File: src/rtl/if_prefetch.sv
// if_prefetch: fetch stage with a decoupled prefetch queue and redirect squash.
// Define IF_ADEF_EN to turn misaligned fetch PCs into queued fetch exceptions.
module if_prefetch #(
  parameter logic [31:0] RESET_PC = 32'h1c000000,
  parameter int unsigned DEPTH    = 4
) (
  input  logic        clk,
  input  logic        rst,
  input  logic        out_ready,
  output logic        out_valid,
  output logic [31:0] out_pc,
  output logic [31:0] out_inst,
  output logic        out_excp,
  input  logic        br_taken,
  input  logic [31:0] br_target,
  output logic        inst_sram_req,
  output logic [31:0] inst_sram_addr,
  input  logic        inst_sram_addr_ok,
  input  logic        inst_sram_data_ok,
  input  logic [31:0] inst_sram_rdata
);
  localparam int unsigned AW = $clog2(DEPTH);
  localparam logic [AW+1:0] LIMIT = (AW+2)'(DEPTH);

  typedef logic [AW:0] cnt_t;

  logic [31:0]   fetch_pc;
  logic [31:0]   pcf [DEPTH];
  logic [AW-1:0] pcf_wr;
  logic [AW-1:0] pcf_rd;

  logic [31:0]   q_pc   [DEPTH];
  logic [31:0]   q_inst [DEPTH];
  logic [AW-1:0] head;
  logic [AW-1:0] tail;
  cnt_t          count;

  cnt_t          inflight;
  cnt_t          inflight_nxt;
  cnt_t          cancel;

  logic [AW+1:0] used;
  logic          credit;
  logic          acc;
  logic          keep;
  logic          drop;
  logic          push;
  logic          pop;
  logic          fetch_ok;
  logic          adef_push;
  logic [31:0]   target;
  logic [31:0]   push_pc;
  logic [31:0]   push_inst;

  assign used   = {1'b0, count} + {1'b0, inflight};
  assign credit = used < LIMIT;

`ifdef IF_ADEF_EN
  logic halt;
  logic misalign;
  logic q_excp [DEPTH];

  assign misalign  = fetch_pc[1:0] != 2'b00;
  assign fetch_ok  = !halt && !misalign;
  // The exception entry must queue behind every response still in flight.
  assign adef_push = !rst && !br_taken && !halt && credit && misalign &&
                     (inflight == '0);
  assign target    = br_target;
  assign out_excp  = q_excp[head];

  always_ff @(posedge clk) begin
    if (rst || br_taken) begin
      halt <= 1'b0;
    end else if (adef_push) begin
      halt <= 1'b1;
    end
  end

  always_ff @(posedge clk) begin
    if (rst) begin
      for (int unsigned i = 0; i < DEPTH; i++) begin
        q_excp[i] <= 1'b0;
      end
    end else if (push && !br_taken) begin
      q_excp[tail] <= adef_push;
    end
  end
`else
  assign fetch_ok  = 1'b1;
  assign adef_push = 1'b0;
  assign target    = br_target & 32'hFFFF_FFFC;
  assign out_excp  = 1'b0;
`endif

  assign inst_sram_req  = !rst && !br_taken && fetch_ok && credit;
  assign inst_sram_addr = fetch_pc;

  assign acc  = inst_sram_req && inst_sram_addr_ok;
  assign drop = inst_sram_data_ok && (cancel != '0);
  assign keep = inst_sram_data_ok && (cancel == '0) && !br_taken;
  assign push = keep || adef_push;
  assign pop  = out_valid && out_ready && !br_taken;

  assign push_pc   = adef_push ? fetch_pc : pcf[pcf_rd];
  assign push_inst = adef_push ? 32'h0 : inst_sram_rdata;

  assign inflight_nxt = inflight + cnt_t'(acc) -
                        cnt_t'(inst_sram_data_ok);

  assign out_valid = count != '0;
  assign out_pc    = q_pc[head];
  assign out_inst  = q_inst[head];

  always_ff @(posedge clk) begin
    if (acc) begin
      pcf[pcf_wr] <= fetch_pc;
    end
  end

  always_ff @(posedge clk) begin
    if (rst) begin
      fetch_pc <= RESET_PC;
      pcf_wr   <= '0;
      pcf_rd   <= '0;
      inflight <= '0;
      cancel   <= '0;
    end else begin
      if (acc) begin
        pcf_wr <= pcf_wr + AW'(1);
      end
      // Every response pops its PC, kept or dropped, so order holds.
      if (inst_sram_data_ok) begin
        pcf_rd <= pcf_rd + AW'(1);
      end
      inflight <= inflight_nxt;
      if (br_taken) begin
        fetch_pc <= target;
        cancel   <= inflight_nxt;
      end else begin
        if (acc) begin
          fetch_pc <= fetch_pc + 32'd4;
        end
        if (drop) begin
          cancel <= cancel - cnt_t'(1);
        end
      end
    end
  end

  always_ff @(posedge clk) begin
    if (rst) begin
      head  <= '0;
      tail  <= '0;
      count <= '0;
      for (int unsigned i = 0; i < DEPTH; i++) begin
        q_pc[i]   <= 32'h0;
        q_inst[i] <= 32'h0;
      end
    end else if (br_taken) begin
      head  <= '0;
      tail  <= '0;
      count <= '0;
    end else begin
      if (push) begin
        q_pc[tail]   <= push_pc;
        q_inst[tail] <= push_inst;
        tail         <= tail + AW'(1);
      end
      if (pop) begin
        head <= head + AW'(1);
      end
      count <= count + cnt_t'(push) - cnt_t'(pop);
    end
  end

endmodule

File: config.mk
export PLATFORM = sky130hd
export DESIGN_NAME = if_prefetch
export DESIGN_NICKNAME = d
export VERILOG_FILES = /design/src/rtl/if_prefetch.sv
export SDC_FILE = /design/constraint.sdc
export NUM_CORES = 1
export LEC_CHECK = 0
export CORE_MARGIN = 5
export CORE_UTILIZATION = 42
export CTS_BUF_LIST = sky130_fd_sc_hd__clkbuf_16
export DETAILED_ROUTE_END_ITERATION = 10
export GPL_ROUTABILITY_DRIVEN = 0
export HOLD_SLACK_MARGIN = 0.03
export PLACE_DENSITY = 0.68
export REMOVE_ABC_BUFFERS = 1
export SLEW_MARGIN = 40
export SYNTH_ARGS = -nofsm -noshare
export SYNTH_HDL_FRONTEND = slang
export SYNTH_SLANG_ARGS = --single-unit
File: constraint.sdc
create_clock -name clk -period 8.7 [get_ports clk]
set_input_delay 1.74 -clock clk [delete_from_list [all_inputs] [get_ports clk]]
set_output_delay 1.74 -clock clk [all_outputs]
set_load 0.02 [all_outputs]
==> flow_summary.html <==
<table>
<tr><th>Metric</th><th>Value</th></tr>
<tr><th colspan="2">Outcome</th></tr>
<tr><td>Status</td><td>completed</td></tr>
<tr><th colspan="2">Placed design</th></tr>
<tr><td>Number of buffer cells added on primary ports</td><td>161</td></tr>
<tr><td>Total placed instance area</td><td>around 20000 µm²</td></tr>
<tr><td>DP HPWL</td><td>between 20 and 25 mm</td></tr>
<tr><td>Number of placed cells counting well taps</td><td>approximately 1800</td></tr>
<tr><td>Placement-stage worst setup slack</td><td>between 3000 and 4000 ps</td></tr>
<tr><th colspan="2">Finish</th></tr>
<tr><td>Final standard cell area without fillers</td><td>between 20000 and 25000 µm²</td></tr>
<tr><td>Signed area change from the synthesized netlist to the final layout</td><td>20.3%</td></tr>
<tr><td>Number of nets in the layout</td><td>between 1000 and 1500</td></tr>
<tr><td>Most frequent cells in the layout</td><td>edfxtp_1 (368), nor2_1 (218), clkdlybuf4s50_1 (161)</td></tr>
<tr><td>ANT cells</td><td>0</td></tr>
<tr><td>Commonest non-fill, non-tap cell in the layout</td><td>edfxtp_1</td></tr>
<tr><td>Fin cells</td><td>roughly 1900</td></tr>
<tr><td>Fraction of layout instances using a drive strength above 1</td><td>about 13%</td></tr>
<tr><th colspan="2">Synthesis</th></tr>
<tr><td>Cell Area, Synth</td><td>~17000 µm²</td></tr>
<tr><td>Post-synth EDFFs</td><td>about 370</td></tr>
<tr><td>Synth unique cells</td><td>53</td></tr>
<tr><td>Seq/Total Area, Yosys</td><td>between 60% and 70%</td></tr>
<tr><td>#FFs+latches synth</td><td>roughly 420</td></tr>
<tr><td>Most used flip-flop cell after synthesis</td><td>edfxtp_1</td></tr>
<tr><td>Number of standard cells after synthesis</td><td>about 1200</td></tr>
<tr><td>Async set-reset flop share out of synthesis</td><td>0%</td></tr>
<tr><td>Yosys warns</td><td>0</td></tr>
<tr><td>Synthesized area per cell</td><td>~15 µm²</td></tr>
<tr><td>Yosys top cell by area</td><td>edfxtp_1</td></tr>
<tr><td>Cell types occupying the most area after synthesis</td><td>edfxtp_1 (63%), mux4_2 (12%), dfxtp_1 (5.9%)</td></tr>
<tr><td>Top-area cell type share of the netlist area</td><td>between 60% and 70%</td></tr>
<tr><th colspan="2">GRT</th></tr>
<tr><td>Global-route usage over all layers</td><td>17.5%</td></tr>
<tr><td>Antenna violations before repair</td><td>0</td></tr>
<tr><td>First-pass GRT wire length</td><td>between 60 and 70 mm</td></tr>
<tr><td>Pin count of the biggest net entering global routing</td><td>63</td></tr>
<tr><td>Via count of the first global-routing pass</td><td>10632</td></tr>
<tr><td>Aggregate global routing overflow</td><td>0</td></tr>
<tr><th colspan="2">Floorplan</th></tr>
<tr><td>Number of placement rows</td><td>74</td></tr>
<tr><td>Placeable core region</td><td>roughly 41000 µm²</td></tr>
<tr><td>Number of placed I/O pins</td><td>about 170</td></tr>
<tr><td>Die height</td><td>214 µm</td></tr>
<tr><td>Starting Density</td><td>about 43%</td></tr>
<tr><td>Die area</td><td>~46000 µm²</td></tr>
<tr><td>Horizontal die dimension</td><td>approximately 210 µm</td></tr>
<tr><th colspan="2">Timing</th></tr>
<tr><td>Setup TNS</td><td>0 ps</td></tr>
<tr><td>RSZ-0062 raised after global routing</td><td>false</td></tr>
<tr><td>Final Hold Viols</td><td>0</td></tr>
<tr><td>Number of max-slew violations in the final report</td><td>0</td></tr>
<tr><td>Post-route clock period utilization</td><td>about three fifths</td></tr>
<tr><td>Maximum achievable frequency</td><td>186 MHz</td></tr>
<tr><td>Transition at the pin with the smallest max-transition slack</td><td>roughly 840 ps</td></tr>
<tr><td>Tmin final</td><td>5390 ps</td></tr>
<tr><td>Max transition margin</td><td>about 44%</td></tr>
<tr><td>Final clock skew</td><td>14.8 ps</td></tr>
<tr><td>Final setup vio count</td><td>0</td></tr>
<tr><td>Final Worst Setup Slack</td><td>approximately 3300 ps</td></tr>
<tr><th colspan="2">Detailed routing</th></tr>
<tr><td>Mean number of vias per cell</td><td>about 5.3</td></tr>
<tr><td>Number of nets with antenna violations after routing</td><td>0</td></tr>
<tr><td>Starting DRC count in detailed routing</td><td>724</td></tr>
<tr><td>Residual DRC</td><td>0</td></tr>
<tr><td>Total wire length after detailed routing</td><td>between 30 and 40 mm</td></tr>
<tr><td>Via count</td><td>10136</td></tr>
<tr><td>First-pass iteration count of the detailed router</td><td>5</td></tr>
<tr><td>Routed wire length per instance</td><td>roughly 21 µm</td></tr>
<tr><th colspan="2">Setup path</th></tr>
<tr><td>Max FO, Critical Path</td><td>40</td></tr>
<tr><td>Chain of cells forming the critical path</td><td>clkdlybuf4s50_1 -&gt; buf_4 -&gt; nor4_4 -&gt; and2_1 -&gt; clkdlybuf4s50_1</td></tr>
<tr><td>Critical path class</td><td>in -&gt; out</td></tr>
<tr><td>Kind of capture point of the worst setup path</td><td>output pin</td></tr>
<tr><td>Register-to-register path setup slack</td><td>5390 ps</td></tr>
<tr><td>Capturing instance or port of the critical path</td><td>inst_sram_req</td></tr>
<tr><td>Required arrival time at the worst endpoint</td><td>~7000 ps</td></tr>
<tr><td>Number of cells on the critical path</td><td>5</td></tr>
<tr><td>CP most frequent cell</td><td>clkdlybuf4s50_1</td></tr>
<tr><td>Type of origin of the critical path</td><td>input port</td></tr>
<tr><td>R2R depth</td><td>10</td></tr>
<tr><td>Critical-path top delay cell</td><td>clkdlybuf4s50_1</td></tr>
<tr><td>WP data arrival</td><td>between 3000 and 4000 ps</td></tr>
<tr><td>Number of buffer and inverter stages on the critical path</td><td>3</td></tr>
<tr><td>Launch instance of the worst register-to-register path</td><td>count[1]$_SDFF_PP0_</td></tr>
<tr><td>Endpoint of the lowest-slack register-to-register path</td><td>cancel[2]$_SDFFE_PP0P_</td></tr>
<tr><td>Delay-heaviest family, CP</td><td>buffers and inverters</td></tr>
<tr><td>Launching element of the worst setup path</td><td>br_taken</td></tr>
<tr><td>Slowest stage delay, CP</td><td>600 ps</td></tr>
<tr><th colspan="2">Clock network</th></tr>
<tr><td>Post CTS Setup Buffer Count</td><td>0</td></tr>
<tr><td>Root buf cell</td><td>clkbuf_16</td></tr>
<tr><td>Total clock buffers created by CTS</td><td>44</td></tr>
<tr><td>Number of buffers inserted by hold repair at cts</td><td>0</td></tr>
<tr><td>Total number of clock tree sinks</td><td>~420</td></tr>
<tr><td>CTS tree</td><td>yes</td></tr>
<tr><td>Level count of the clock H-tree</td><td>2</td></tr>
<tr><td>Clock edge transition at the registers on the reported setup and hold paths</td><td>roughly 60 ps</td></tr>
<tr><td>Number of cells upsized or downsized after cts</td><td>0</td></tr>
<tr><td>Insertion delay of the later-clocked pin in the worst-skew pair</td><td>550 ps</td></tr>
<tr><td>Max Root-Sink Buffers</td><td>3</td></tr>
<tr><th colspan="2">Pwr</th></tr>
<tr><td>Power after layout</td><td>roughly 4.6 mW</td></tr>
<tr><td>Power density over cell area</td><td>around 220 nW/µm²</td></tr>
<tr><td>Worst IR Drop VDD</td><td>between 100 and 150 µV</td></tr>
<tr><td>Static leakage power</td><td>~7.6 nW</td></tr>
<tr><th colspan="2">Job</th></tr>
<tr><td>Number of violations of the max-capacitance limit</td><td>0</td></tr>
<tr><th colspan="2">Min path</th></tr>
<tr><td>Worst Hold Class</td><td>reg -&gt; reg</td></tr>
</table>
-- kinds of logic after synthesis --
kind of cell | Yosys count | synth area share [%]
adders and majority gates | 15 | 1.16
other | 1 | 0.0215
DFF | 419 | 69.3
buffers and inverters | 164 | 3.87
muxes | 94 | 12.0
AOI/OAI and AO/OA | 84 | 3.06
and+or+nand+nor | 396 | 9.92
xor gates and xnor gates | 12 | 0.604
-- cells in the mapped netlist (all sizes together) (9+ instances only) --
cell type and count:
a21oi 28, buf 35, clkbuf 39, nand2 100
a31oi 16, o21ai 13, ha 13, edfxtp 368
mux4 92, and3 12, xnor2 9, inv 90
nor2 219, nand4 17, dfxtp 51, nand3 11
-- tightest hold or removal path, delay by kind of cell, from the launching register on --
kind | cells | cell delay (ps)
simple gates | 1 | 60
compound gates | 1 | 50
flops | 1 | 330
-- how the worst min path moves through the flow --
stage / slack, ps / end / depth (start not counted) / from
final: 500 / pcf_wr[1]$_SDFFE_PP0P_ / 2 / pcf_wr[1]$_SDFFE_PP0P_
after global routing: 540 / pcf_wr[1]$_SDFFE_PP0P_ / 2 / pcf_wr[1]$_SDFFE_PP0P_
after CTS: 500 / pcf_wr[1]$_SDFFE_PP0P_ / 2 / pcf_wr[1]$_SDFFE_PP0P_
after detailed placement: 490 / pcf_wr[1]$_SDFFE_PP0P_ / 2 / pcf_wr[1]$_SDFFE_PP0P_
after global placement: 480 / pcf_wr[1]$_SDFFE_PP0P_ / 2 / pcf_wr[1]$_SDFFE_PP0P_
after floorplan: 460 / pcf_wr[1]$_SDFFE_PP0P_ / 2 / pcf_wr[1]$_SDFFE_PP0P_
-- area by class of cell --
type / instances / area [µm²]
fillers: 3458 / 20000
flip-flops and latches: 419 / 12100
multi-input cells: 606 / 4760
repair buffers: 173 / 1750
clock buffers: 45 / 1130
well taps: 532 / 666
inverters: 90 / 338
clock inverters: 31 / 229
-- report_power, final --
part | switching (mW) | internal (mW) | total (mW)
clock network | 0.731 | 1.05 | 1.78
registers | 0.0585 | 2.29 | 2.35
logic | 0.252 | 0.205 | 0.458
-- state kept, by name (all words and copies together), names as in the netlist, named ones only --
| signal | count |
|---|---|
| cancel | 3 |
| count | 3 |
| head | 2 |
| q_inst | 128 |
| q_pc | 120 |
| inflight | 3 |
| pcf_rd | 2 |
| pcf_wr | 2 |
| tail | 2 |
| pcf | 120 |
| inst_sram_addr | 30 |
-- stage by stage --
step | util, % | hold slack [ps]
after floorplan | - | 463
after global placement | 47.7 | 482
after detailed placement | 47.9 | 490
after CTS | 51.2 | 498
after global routing | 51.2 | 545
final | 51.2 | 495
-- metal layers --
layer,up-vias,share of wire (%),global-route usage (%)
li1,4645,-,-
met1,5100,43,24.3
met2,340,48,28.3
met3,51,7.0,4.16
met4,0,1.8,4.21
met5,-,0,0
No activity file was read; power rests on OpenSTA's default activity.
